$ cat src/rtl/tx_uart.sv
`timescale 1ns/1ps
`default_nettype none
// ============================================================================
// Module   : tx_uart
// Purpose  : 8N1 serial transmitter, LSB first, idle-high line. One frame is
//            START, DATA (8 bits), optional PARITY, STOP; each bit lasts
//            DIV = CLK_HZ/BPS clock cycles. All outputs are registered.
// Options  : define TX_UART_PARITY_EN to insert an even-parity bit between
//            the last data bit and the stop bit (frame grows to 11*DIV).
// Revision : 1.0 - initial release
// ============================================================================
module tx_uart #(
   parameter int CLK_HZ = 50000000,
   parameter int BPS    = 1000000
) (
   input  logic       clk,
   input  logic       rst,
   input  logic       tx_enable_signal,
   input  logic [7:0] tx_data,
   output logic       tx_out,
   output logic       tx_busy,
   output logic       tx_done_signal
);

   // Clock cycles per bit and the width of the bit-period counter.
   localparam int DIV   = CLK_HZ / BPS;
   localparam int CNT_W = (DIV > 1) ? $clog2(DIV) : 1;

   // Last count of a bit period and the count just before it.
   localparam logic [CNT_W-1:0] CNT_LAST = CNT_W'(DIV - 1);
   localparam logic [CNT_W-1:0] CNT_PRE  = CNT_W'(DIV - 2);

   localparam logic [2:0] LAST_IDX = 3'd7;

   typedef enum logic [2:0] {
      IDLE   = 3'd0,
      START  = 3'd1,
      DATA   = 3'd2,
`ifdef TX_UART_PARITY_EN
      PARITY = 3'd3,
`endif
      STOP   = 3'd4
   } state_t;

   state_t           state_q,  state_d;
   logic [CNT_W-1:0] cnt_q,    cnt_d;
   logic [2:0]       idx_q,    idx_d;
   logic [7:0]       data_q,   data_d;
   logic             tx_out_q, tx_out_d;
   logic             busy_q,   busy_d;
   logic             done_q,   done_d;

   logic             bit_end;

   // A bit period ends when the counter has reached its last value.
   assign bit_end = (cnt_q == CNT_LAST);

   // Next-state logic: the line level of the coming cycle is computed here so
   // the output flop carries the new bit exactly at the bit boundary.
   always_comb begin
      state_d  = state_q;
      cnt_d    = cnt_q;
      idx_d    = idx_q;
      data_d   = data_q;
      tx_out_d = tx_out_q;
      busy_d   = busy_q;
      done_d   = 1'b0;

      case (state_q)
         IDLE: begin
            tx_out_d = 1'b1;
            busy_d   = 1'b0;
            cnt_d    = '0;
            idx_d    = '0;
            if (tx_enable_signal) begin
               // Byte is captured here; later tx_data changes cannot leak in.
               data_d   = tx_data;
               state_d  = START;
               tx_out_d = 1'b0;
               busy_d   = 1'b1;
            end
         end

         START: begin
            if (bit_end) begin
               cnt_d    = '0;
               idx_d    = '0;
               state_d  = DATA;
               tx_out_d = data_q[0];
            end else begin
               cnt_d = cnt_q + CNT_W'(1);
            end
         end

         DATA: begin
            if (bit_end) begin
               cnt_d = '0;
               if (idx_q == LAST_IDX) begin
`ifdef TX_UART_PARITY_EN
                  state_d  = PARITY;
                  tx_out_d = ^data_q;
`else
                  state_d  = STOP;
                  tx_out_d = 1'b1;
`endif
               end else begin
                  idx_d    = idx_q + 3'd1;
                  tx_out_d = data_q[idx_d];
               end
            end else begin
               cnt_d = cnt_q + CNT_W'(1);
            end
         end

`ifdef TX_UART_PARITY_EN
         PARITY: begin
            if (bit_end) begin
               cnt_d    = '0;
               state_d  = STOP;
               tx_out_d = 1'b1;
            end else begin
               cnt_d = cnt_q + CNT_W'(1);
            end
         end
`endif

         STOP: begin
            tx_out_d = 1'b1;
            if (bit_end) begin
               cnt_d   = '0;
               state_d = IDLE;
               busy_d  = 1'b0;
            end else begin
               cnt_d = cnt_q + CNT_W'(1);
               // Registered pulse lands on the final stop-bit cycle.
               if (cnt_q == CNT_PRE) begin
                  done_d = 1'b1;
               end
            end
         end

         default: begin
            state_d  = IDLE;
            cnt_d    = '0;
            idx_d    = '0;
            tx_out_d = 1'b1;
            busy_d   = 1'b0;
         end
      endcase
   end

   // State and output registers with synchronous active-low reset.
   always_ff @(posedge clk) begin
      if (!rst) begin
         state_q  <= IDLE;
         cnt_q    <= '0;
         idx_q    <= '0;
         data_q   <= '0;
         tx_out_q <= 1'b1;
         busy_q   <= 1'b0;
         done_q   <= 1'b0;
      end else begin
         state_q  <= state_d;
         cnt_q    <= cnt_d;
         idx_q    <= idx_d;
         data_q   <= data_d;
         tx_out_q <= tx_out_d;
         busy_q   <= busy_d;
         done_q   <= done_d;
      end
   end

   assign tx_out         = tx_out_q;
   assign tx_busy        = busy_q;
   assign tx_done_signal = done_q;

endmodule
`default_nettype wire

$ cat config.mk
export PLATFORM = sky130hd
export DESIGN_NAME = tx_uart
export DESIGN_NICKNAME = d
export VERILOG_FILES = /design/src/rtl/tx_uart.sv
export SDC_FILE = /design/constraint.sdc
export NUM_CORES = 1
export LEC_CHECK = 0
export CORE_UTILIZATION = 25
export DETAILED_ROUTE_END_ITERATION = 10
export GPL_TIMING_DRIVEN = 0
export PLACE_DENSITY_LB_ADDON = 0.3
export SLEW_MARGIN = 20
export SYNTH_ARGS = -nofsm -noshare
export SYNTH_HDL_FRONTEND = slang
export SYNTH_SLANG_ARGS = --single-unit
$ cat constraint.sdc
create_clock -name clk -period 2.6 [get_ports clk]
set_clock_uncertainty 0.15 [all_clocks]
set_input_delay 0.52 -clock clk [delete_from_list [all_inputs] [get_ports clk]]
set_output_delay 0.52 -clock clk [all_outputs]
set_load 0.005 [all_outputs]
### Word level (Yosys, flattened, before mapping)

Index checks and enable logic that the tools add are counted.

| operators by class | value |
|---|---|
| add/subtract/negate cells | 2 |
| magnitude comparators | 1 |
| eq/ne operators | 12 |
| multiplexer cells | 20 |
| bitwise operators | 4 |
| reduce and logical (&&, ||, !) cells | 10 |

Operator list:

| operator | count |
|---|---|
| $mux 3 | 7 |
| $eq 6x6->1 const B | 2 |
| $ne 2x2->1 const B | 6 |
| $pmux 3 s4 | 1 |
| $pmux 3 s3 | 1 |
| $reduce_or 3->1 | 3 |
| $mux 1 | 8 |
| $add 6x1->6 const B | 1 |
| $eq 3x3->1 const B | 2 |
| $pmux 1 s3 | 2 |
| $reduce_and 2->1 | 3 |
| $reduce_and 5->1 | 1 |
| $lt 3x4->1 const B | 1 |
| $not 1->1 | 4 |
| $reduce_and 4->1 | 1 |
| $add 3x1->3 const B | 1 |
| $bmux 1 s3 | 1 |
| $eq 3x1->1 const B | 1 |
| $eq 3x2->1 const B | 1 |
| $logic_not 3->1 | 1 |
| $reduce_or 2->1 | 1 |

| storage, ports and cells | value |
|---|---|
| bits in registers | 23 |
| input bits | 11 |
| output and inout bits | 3 |
| logic and storage cells | 56 |

### Longest topological paths before layout

Gate-level depths: netlist of run 1.

| logic depth | value |
|---|---|
| depth after elaboration | 6 |
| gate-level depth with buffers | 6 |

### Worst setup path before layout of run 1

Ideal clock, no wire load.

| timing path | value |
|---|---|
| path type | flip-flop to flip-flop |
| start point | register idx_q[0] |
| end point | register tx_out_q (netlist: tx_out) |
| data arrival time | 1.818 ns |
| required time | 2.314 ns |
| path slack | 0.497 ns |
| stages on the path, launching flop included | 7 |
| path buffers | 0 |
| cells stage by stage | dfxtp_1 -> ha_1 -> ha_1 -> mux4_2 -> and2_1 -> a211oi_1 -> o221ai_1 |

| between the ends | value |
|---|---|
| cells in the longest elaborated chain, start to end | 6 |

Ends and longest elaborated chain:

| item | line | source |
|---|---|---|
| start, declared | 47 | `logic [2:0] idx_q, idx_d;` |
| start signal, assigned | 165 | `idx_q <= idx_d;` |
| $add 3x1->3 | 107 | `idx_d = idx_q + 3'd1;` |
| $bmux 1 s3 | 108 | `tx_out_d = data_q[idx_d];` |
| $mux 1 (not written as such) | 108 |  |
| $mux 1 (*) | 98 | `if (idx_q == LAST_IDX) begin` |
| $mux 1 (*) | 96 | `if (bit_end) begin` |
| $pmux 1 s3 (*) | 69 | `case (state_q)` |
| end signal, assigned | 167 | `tx_out_q <= tx_out_d;` |
| end, declared | 49 | `logic tx_out_q, tx_out_d;` |

Every way passes the cells marked *; elsewhere a longest branch is shown, timed or not. The select of a mux whose other input is x is not followed.
A chain may end at the register's enable or synchronous reset.

### Worst setup path after layout of run 1

Same ends and word-level chain as after synthesis.

==> results of run 1 <==
[worst reg2reg max path: cells and delay by family (launching register included)]
family,cells,cell delay [ps]
and+or+nand+nor,1,170
AOI/OAI and AO/OA,2,400
muxes,1,500
adders and majority gates,2,550
DFF,1,380
[registers in the layout, summed over array words and instances, names as in the netlist]
| name | cells |
|---|---|
| tx_busy | 1 |
| tx_out | 1 |
| idx_q | 3 |
| data_q | 8 |
| tx_done_signal | 1 |
| cnt_q | 6 |
| state_q | 3 |
[logic make-up after synthesis]
family	Yosys count	synth area share (%)
compound gates	24	15.6
buf+inv	11	3.71
xor+xnor	5	3.94
mux	4	5.85
fa+ha+maj	5	5.62
simple gates	54	23.8
flops	23	41.4
[routing by layer]
metal,vias up,share of wire (%)
met5,-,0
met4,0,0
met3,0,2.6
met2,15,46
met1,432,52
li1,475,-
[worst paths after layout]
kind,to
max,tx_out
min,data_q[1]
min reg2reg,data_q[1]
max reg2reg,tx_out
[cells in the final DEF (no fill, tap or decap), types with 2 or more instances in the layout]
master           count
xnor2_1              3
mux4_2               2
a21oi_1              2
mux2i_1              2
clkbuf_1             4
nand3_1              3
a31oi_1              2
nor3_1               2
inv_1                7
nor2_1              11
clkbuf_8             3
dfxtp_1             23
a21boi_0             8
nand2_1             25
ha_1                 5
xor2_1               2
clkdlybuf4s50_1     13
o22ai_1              4
or3_2                2
[where the power goes]
part / total [µW] / leakage [µW] / switching (µW) / internal [µW]
combinational: 68.9 / 0.000277 / 32.0 / 36.9
clock: 218 / 0.0000255 / 111 / 107
sequential: 372 / 0.000187 / 7.77 / 364
[final cells by class]
type                       count  area, µm²
timing repair buffer          13        130
buffer                         4       15.0
fill                         453       2790
tap                           50       62.6
sequential                    23        460
clock buffer                   3       41.3
inverter                       7       26.3
multi-input combinational     92        611
clock inverter                 1       5.00
[through the flow]
stage | hold slack (ps) | cells | util [%] | power (µW)
global placement | 298 | 189 | 31.5 | 448
detailed placement | 309 | 189 | 31.5 | 449
finish | 319 | 193 | 32.6 | 658
global route | 352 | 193 | 32.6 | 694
floorplan | 290 | 126 | - | 417
CTS | 321 | 193 | 32.6 | 663
==> impl_metrics.yaml, run 1 <==
logic_synthesis:
  yosysMostFrequentCell: "nand2_1"
  synthArstFlopShare_pct: 0
  synth_common_cells: "25 x nand2_1, 23 x dfxtp_1, 11 x nor2_1"
  synthTopCellsByArea: "dfxtp_1 41%, nand2_1 8.4%, ha_1 5.6%, a21boi_0 5.4%, mux4_2 4.0%"
  ys_seq_area_share_pct: 41.4
  synth.net_count: 142
  synth-seq-cells: 23
  netlist.area_leader.share_pct: 41.4
  netlist_area_um2: 1110
  synth_ff_type: "dfxtp_1"
  synth_cells: 126
  yosysWarnings: 0
  synth_edf_count: 0
  synth_area_per_cell_um2: 8.83
  synth_largest_area_cell: "dfxtp_1"
  ys_types: 36
clock_tree:
  cts_setup_buffers: 0
  cts_tree: "done"
  cts_buffers: 3
  htreeDepth: 1
  cts.path.max_buffers: 2
  cts_root_buf: "clkbuf_8"
  ctsHoldBuffers: 0
  clock_latency_ps: 260
  clock-sinks: 23
  clk_pin_slew_worst_paths_ps: 80
  cts_resized: 0
finish:
  final_nets: 160
  drive_gt1_share_pct: 9.09
  syn2layout_area_growth_pct: 21.5
  fin_area_um2: 1350
  antenna_cells: 0
worst_hold_path:
  whs_path_depth: 2
  hp-class: "register to register"
  min_from: "data_q[1]"
route:
  initialDrtViolationCount: 69
  drt_wl_total_mm: 2.24
  first_pass_iters: 4
  ant_nets: 0
  viasPerCell: 4.78
  wire_per_inst_um: 11.6
  drc: 0
  vias: 922
critical_path:
  critPathMaxFanout: 5
  crit_slowest_cell: "mux4_2"
  crit_path_cell_trace: "ha_1, ha_1, mux4_2, and2_1, a211oi_1, o221ai_1"
  startpoint_type: "register"
  cp.depth: 6
  cp_top_family: "adder cells"
  critPathKind: "register to register"
  reg2reg_slack_ps: 320
  cp-end-kind: "register"
  r2r_cells: 6
  worstPathBufferInverterCount: 0
  path_common_cell: "ha_1"
  worstPathArrival_ps: 2260
  max_stage_delay_ps: 500
  critical_path.startpoint: "idx_q[0]"
  crit_required_ps: 2590
  reg2reg_from: "idx_q[0]"
timing:
  hold_viol_final: 0
  max_freq_mhz: 439
  setup_violations: 0
  relSlewSlack_pct: 65.5
  slew_viol_final: 0
  final.setup.tns_ps: 0
  fin_crit_sh_pct: 87.5
  min_period_ps: 2280
  tightest_slew_ps: 516
  rsz0062_at_grt: "no"
  layout_setup_ws_ps: 325
global_routing:
  gr-usage-all-layers_pct: 11.0
  busiest_layer: "met2"
  antenna_found_initial: 0
  grt_pass1_wl_mm: 3.82
  grt_max_degree: 14
  use_met2_pct: 17.8
  overflow: 0
  grt_use_met1_pct: 14.5
  grt_pass1_vias: 855
  gr-usage-met3_pct: 1.97
placement:
  numPortBuffers: 13
  place_area_um2: 1310
  dp.final_hpwl_mm: 1.71
  gp_congestion: 0.825
  pre_cts_ws_ps: 193
outcome:
  run_status: "complete, no violations"
power:
  leakagePower_uw: 0.000490
  p_per_area_nw_per_um2: 487
  vdd_ir_drop_max_mv: 0.199
die:
  num_rows: 23
  dieArea_um2: 4720
  core_um2: 4140
  io_pins: 14
  start_util_pct: 26.8
  fp.dieW_um: 68.7
  die_h_um: 68.7
job:
  drv_cap: 0
Power figures use the tool's default switching activity.
==> inputs of run 2 (changes only) <==
DONT_BUFFER_PORTS = 1   (was default)
==> run 2 against run 1 <==
Against the previous run:
- register-to-register slack about the same
- combinational power fell by 29%
- count of clock-buffer cells in the layout unchanged
- via count fell by 7.3%
- first-iteration DRC count is 28% higher
- hold slack worse by 78 ps
- critical path type unchanged
==> impl_metrics.yaml, run 2 (same netlist as run 1, synthesis figures left out) <==
finish:
  final_nets: 147
  drive_gt1_share_pct: 10.0
  reg_top3: "data_q (8), cnt_q (6)"
  multi_input_area_um2: 611
  top_register: "data_q"
  seq_area_um2: 460
  largest_register_ffs: 8
  antenna_cells: 0
  num-fill-cells: 465
  fin_area_um2: 1220
  syn2layout_area_growth_pct: 9.79
  final_common_cell: "nand2_1"
  final_cell_mix: "25 x nand2_1, 23 x dfxtp_1, 11 x nor2_1"
power:
  leakagePower_uw: 0.000440
  vdd_ir_drop_max_mv: 0.176
  p_int_uw: 491
  sw_frac_of_total_pct: 23.5
  p_sw_uw: 151
  p_per_area_nw_per_um2: 526
  power_frac_clock_pct: 34.5
  power.share.combinational_pct: 7.6
  finalPower_uw: 642
  p_seq_share_pct: 57.9
global_routing:
  antenna_found_initial: 0
  grt_pass1_vias: 890
  overflow: 0
  gr-usage-all-layers_pct: 11.6
  grt_max_degree: 14
  grt_pass1_wl_mm: 3.98
timing:
  holdWs_ps: 241
  tightest_slew_ps: 513
  relSlewSlack_pct: 64.9
  max_freq_mhz: 439
  min_period_ps: 2280
  setup_violations: 0
  hold_viol_final: 0
  slew_viol_final: 0
  fin_crit_sh_pct: 87.6
  final.setup.tns_ps: 0
  layout_setup_ws_ps: 323
  rsz0062_at_grt: "no"
route:
  drc: 0
  wire_per_inst_um: 12.5
  viasPerCell: 4.75
  ant_nets: 0
  first_pass_iters: 4
  vias: 855
  drt_wl_total_mm: 2.26
  initialDrtViolationCount: 88
clock_tree:
  cts_tree: "done"
  cts.path.max_buffers: 2
  cts_root_buf: "clkbuf_8"
  clock_latency_ps: 260
  ctsHoldBuffers: 0
  cts_buffers: 3
  clock-sinks: 23
  htreeDepth: 1
  clk_pin_slew_worst_paths_ps: 80
  cts_resized: 0
  cts_setup_buffers: 0
die:
  num_rows: 23
  start_util_pct: 26.8
  core_um2: 4140
  fp.dieW_um: 68.7
  die_h_um: 68.7
  io_pins: 14
  dieArea_um2: 4720
critical_path:
  critPathMaxFanout: 5
  crit_required_ps: 2590
  startpoint_type: "register"
  cp-end-kind: "register"
  critPathKind: "register to register"
  worstPathArrival_ps: 2270
worst_hold_path:
  hp-class: "input port to register"
placement:
  place_area_um2: 1170
  pre_cts_ws_ps: 306
  gp_congestion: 0.869
  numPortBuffers: 0
  dp.final_hpwl_mm: 1.69
outcome:
  run_status: "complete, no violations"
job:
  drv_cap: 0
[run 2: cell count changes in the layout (fill, tap and decap cells not counted), sizes merged]
cell,before,now
clkdlybuf4s50,13,0
[run 2: routing by layer]
layer  global-route usage (%)  part of all wire [%]
met1                     14.0                    48
met5                        0                     0
met4                     7.14                   2.8
met3                     3.13                   5.3
met2                     18.3                    44
[run 2: critical path, stage by stage, from the launching register on]
cell and delay (ps):
dfxtp_1 370, ha_1 220, ha_1 350, mux4_2 500, and2_1 170, a211oi_1 240, o221ai_1 150
[run 2: final cells by class]
class / instances / share of cell area (%)
multi-input combinational: 92 / 50.0
clock buffer: 3 / 3.38
clock inverter: 1 / 0.410
buffer: 4 / 1.23
inverter: 7 / 2.15
tap: 50 / 5.12
sequential: 23 / 37.7
[run 2: path summary, 6_finish.rpt]
kind,from,to,slack (ps),depth (start not counted)
hold / removal,tx_data[4],data_q[4],240,2
setup / recovery,idx_q[0],tx_out,320,6
hold reg to reg,data_q[4],data_q[4],320,2
setup reg to reg,idx_q[0],tx_out,320,6
[run 2: power by group through the flow]
stage,Clock (µW),Sequential [µW],Combinational (µW)
2_1_floorplan,0,378,39.1
3_3_place_gp,0,380,46.8
3_5_place_dp,0,380,49.0
4_1_cts,231,372,49.3
5_1_grt,253,374,55.9
6_report,221,372,48.8
[run 2: per-stage QoR]
step                      util (%)  std cells
after floorplan                  -        126
after global placement        28.4        176
after detailed placement      28.4        176
after CTS                     29.5        180
after global routing          29.5        180
final                         29.5        180
==> inputs of run 3 (changes only) <==
ABC_AREA = 1   (was default)
CAP_MARGIN = 0   (was default)
==> run 3 against run 2 <==
Against the previous run:
- synthesized cell count up 23%
- die area increased by 4.5%
- highest routed layer unchanged
- fmax up 35%
- sequential power rose by 28%
- critical endpoint unchanged
- setup slack better by 580 ps
- critical path depth up 4
- register-to-register slack better by 580 ps
- count of clock-buffer cells in the layout up 1
- largest power group unchanged
- total power up 70%
==> impl_metrics.yaml, run 3 <==
outcome:
  run_status: "complete, no violations"
finish:
  antenna_cells: 0
  reg_top3: "data_q (8), cnt_q (6)"
  final_cell_mix: "27 x nand2_1, 24 x nor2_1, 23 x dfxtp_1"
  drive_gt1_share_pct: 13.8
  fin_util_pct: 28.9
  final_common_cell: "nand2_1"
  top_register: "data_q"
  final_nets: 176
  largest_register_ffs: 8
  fin_area_um2: 1270
  syn2layout_area_growth_pct: 9.46
route:
  drt_wl_total_mm: 2.18
  viasPerCell: 4.33
  vias: 914
  ant_nets: 0
  first_pass_iters: 4
  wire_per_inst_um: 10.3
  initialDrtViolationCount: 36
  drc: 0
logic_synthesis:
  ys_types: 27
  synthArstFlopShare_pct: 0
  synth_common_cells: "27 x nand2_1, 24 x nor2_1, 23 x dfxtp_1"
  synth_cells: 155
  synth_largest_area_cell: "dfxtp_1"
  netlist_area_um2: 1160
  synth-seq-cells: 23
  yosysWarnings: 0
  synth.net_count: 171
  synth_edf_count: 0
  synth_ff_type: "dfxtp_1"
  netlist.area_leader.share_pct: 39.6
  yosysMostFrequentCell: "nand2_1"
  synthTopCellsByArea: "dfxtp_1 40%, nand2_1 8.7%, nor2_1 7.7%, inv_1 6.1%, ha_1 5.4%"
  ys_seq_area_share_pct: 39.6
  synth_area_per_cell_um2: 7.51
critical_path:
  reg2reg_slack_ps: 910
  crit_required_ps: 2610
  reg2reg_from: "idx_q[0]"
  critPathMaxFanout: 7
  worstPathArrival_ps: 1700
  r2r_end: "tx_out"
  critPathKind: "register to register"
  startpoint_type: "register"
  cp-end-kind: "register"
  r2r_cells: 10
global_routing:
  grt_pass1_wl_mm: 3.86
  grt_pass1_vias: 878
  overflow: 0
  grt_max_degree: 13
  gr-usage-all-layers_pct: 9.87
  antenna_found_initial: 0
die:
  dieArea_um2: 4930
  core_um2: 4410
  start_util_pct: 26.4
  die_h_um: 70.2
  num_rows: 24
  io_pins: 14
  fp.dieW_um: 70.2
worst_hold_path:
  whs_path_depth: 2
  min_from: "tx_data[4]"
  hp-class: "input port to register"
  hold_path_end: "data_q[4]"
placement:
  place_area_um2: 1230
  pre_cts_ws_ps: 911
  dp.final_hpwl_mm: 1.67
  numPortBuffers: 0
  gp_congestion: 0.734
job:
  drv_cap: 0
timing:
  fin_crit_sh_pct: 65.1
  relSlewSlack_pct: 76.8
  layout_setup_ws_ps: 907
  min_period_ps: 1690
  hold_viol_final: 0
  tightest_slew_ps: 349
  slew_viol_final: 0
  final.setup.tns_ps: 0
  max_freq_mhz: 591
  setup_violations: 0
  rsz0062_at_grt: "no"
clock_tree:
  cts_setup_buffers: 0
  cts_buffers: 3
  cts_root_buf: "clkbuf_8"
  cts.path.max_buffers: 2
  clk_pin_slew_worst_paths_ps: 80
  cts_resized: 0
  clock_latency_ps: 260
  clock-sinks: 23
  ctsHoldBuffers: 0
  cts_tree: "done"
  htreeDepth: 1
power:
  vdd_ir_drop_max_mv: 0.265
  finalPower_uw: 1090
  p_per_area_nw_per_um2: 855
  leakagePower_uw: 0.000529
==> run 3: metal layers <==
metal | wire (µm) | up-vias | global-route usage, %
met5 | 0 | - | 0
met4 | 32 | 0 | 4.00
met3 | 74 | 2 | 2.31
met2 | 939 | 9 | 15.0
met1 | 1140 | 398 | 13.3
li1 | - | 505 | -
==> run 3: logic make-up (layout without fill, tap and decap cells) <==
kind of cell             after synthesis  in the layout  share of synthesized area [%]
AO/OA/AOI/OAI                         22             22                           11.3
buffers and inverters                 25             29                           8.71
adder cells (fa/ha/maj)                5              5                           5.38
XOR/XNOR                               1              1                          0.753
AND/OR/NAND/NOR                       79             79                           34.3
flip-flops                            23             23                           39.6
==> run 3: worst max-delay path by stage <==
stage	start	to	slack, ps	cells past startpoint
2_1_floorplan	idx_q[0]	tx_out	1050	10
3_3_place_gp	idx_q[0]	tx_out	900	10
3_5_place_dp	idx_q[0]	tx_out	910	10
4_1_cts	idx_q[0]	tx_out	900	10
5_1_grt	idx_q[0]	tx_out	780	10
6_report	idx_q[0]	tx_out	910	10
==> run 3: layout make-up <==
cell class / count / area [µm²]
fillers: 469 / 3140
multi-input cells: 107 / 602
flip-flops and latches: 23 / 460
inverters: 23 / 86.3
well taps: 52 / 65.1
clock buffers: 4 / 45.0
plain buffers: 2 / 15.0
==> run 3: metrics by stage <==
stage / hold WS (ps) / cells
after floorplan: 294 / 155
after global routing: 234 / 211
after global placement: 315 / 207
after detailed placement: 319 / 207
after CTS: 240 / 211
final: 241 / 211
==> run 3: power by group <==
| part | internal (µW) | total [µW] | switching, µW |
|---|---|---|---|
| clock | 109 | 221 | 111 |
| combinational | 141 | 391 | 250 |
| sequential | 423 | 478 | 54.8 |
==> run 3: worst max-delay path, cell delays in order, from the launching register on <==
cell and delay (ps):
dfxtp_1 380, ha_1 220, ha_1 330, inv_1 90
nand3_1 80, nand3_1 70, nand3_1 70, nand2_1 60
nand2_1 40, nand2_1 60, nand2_1 50
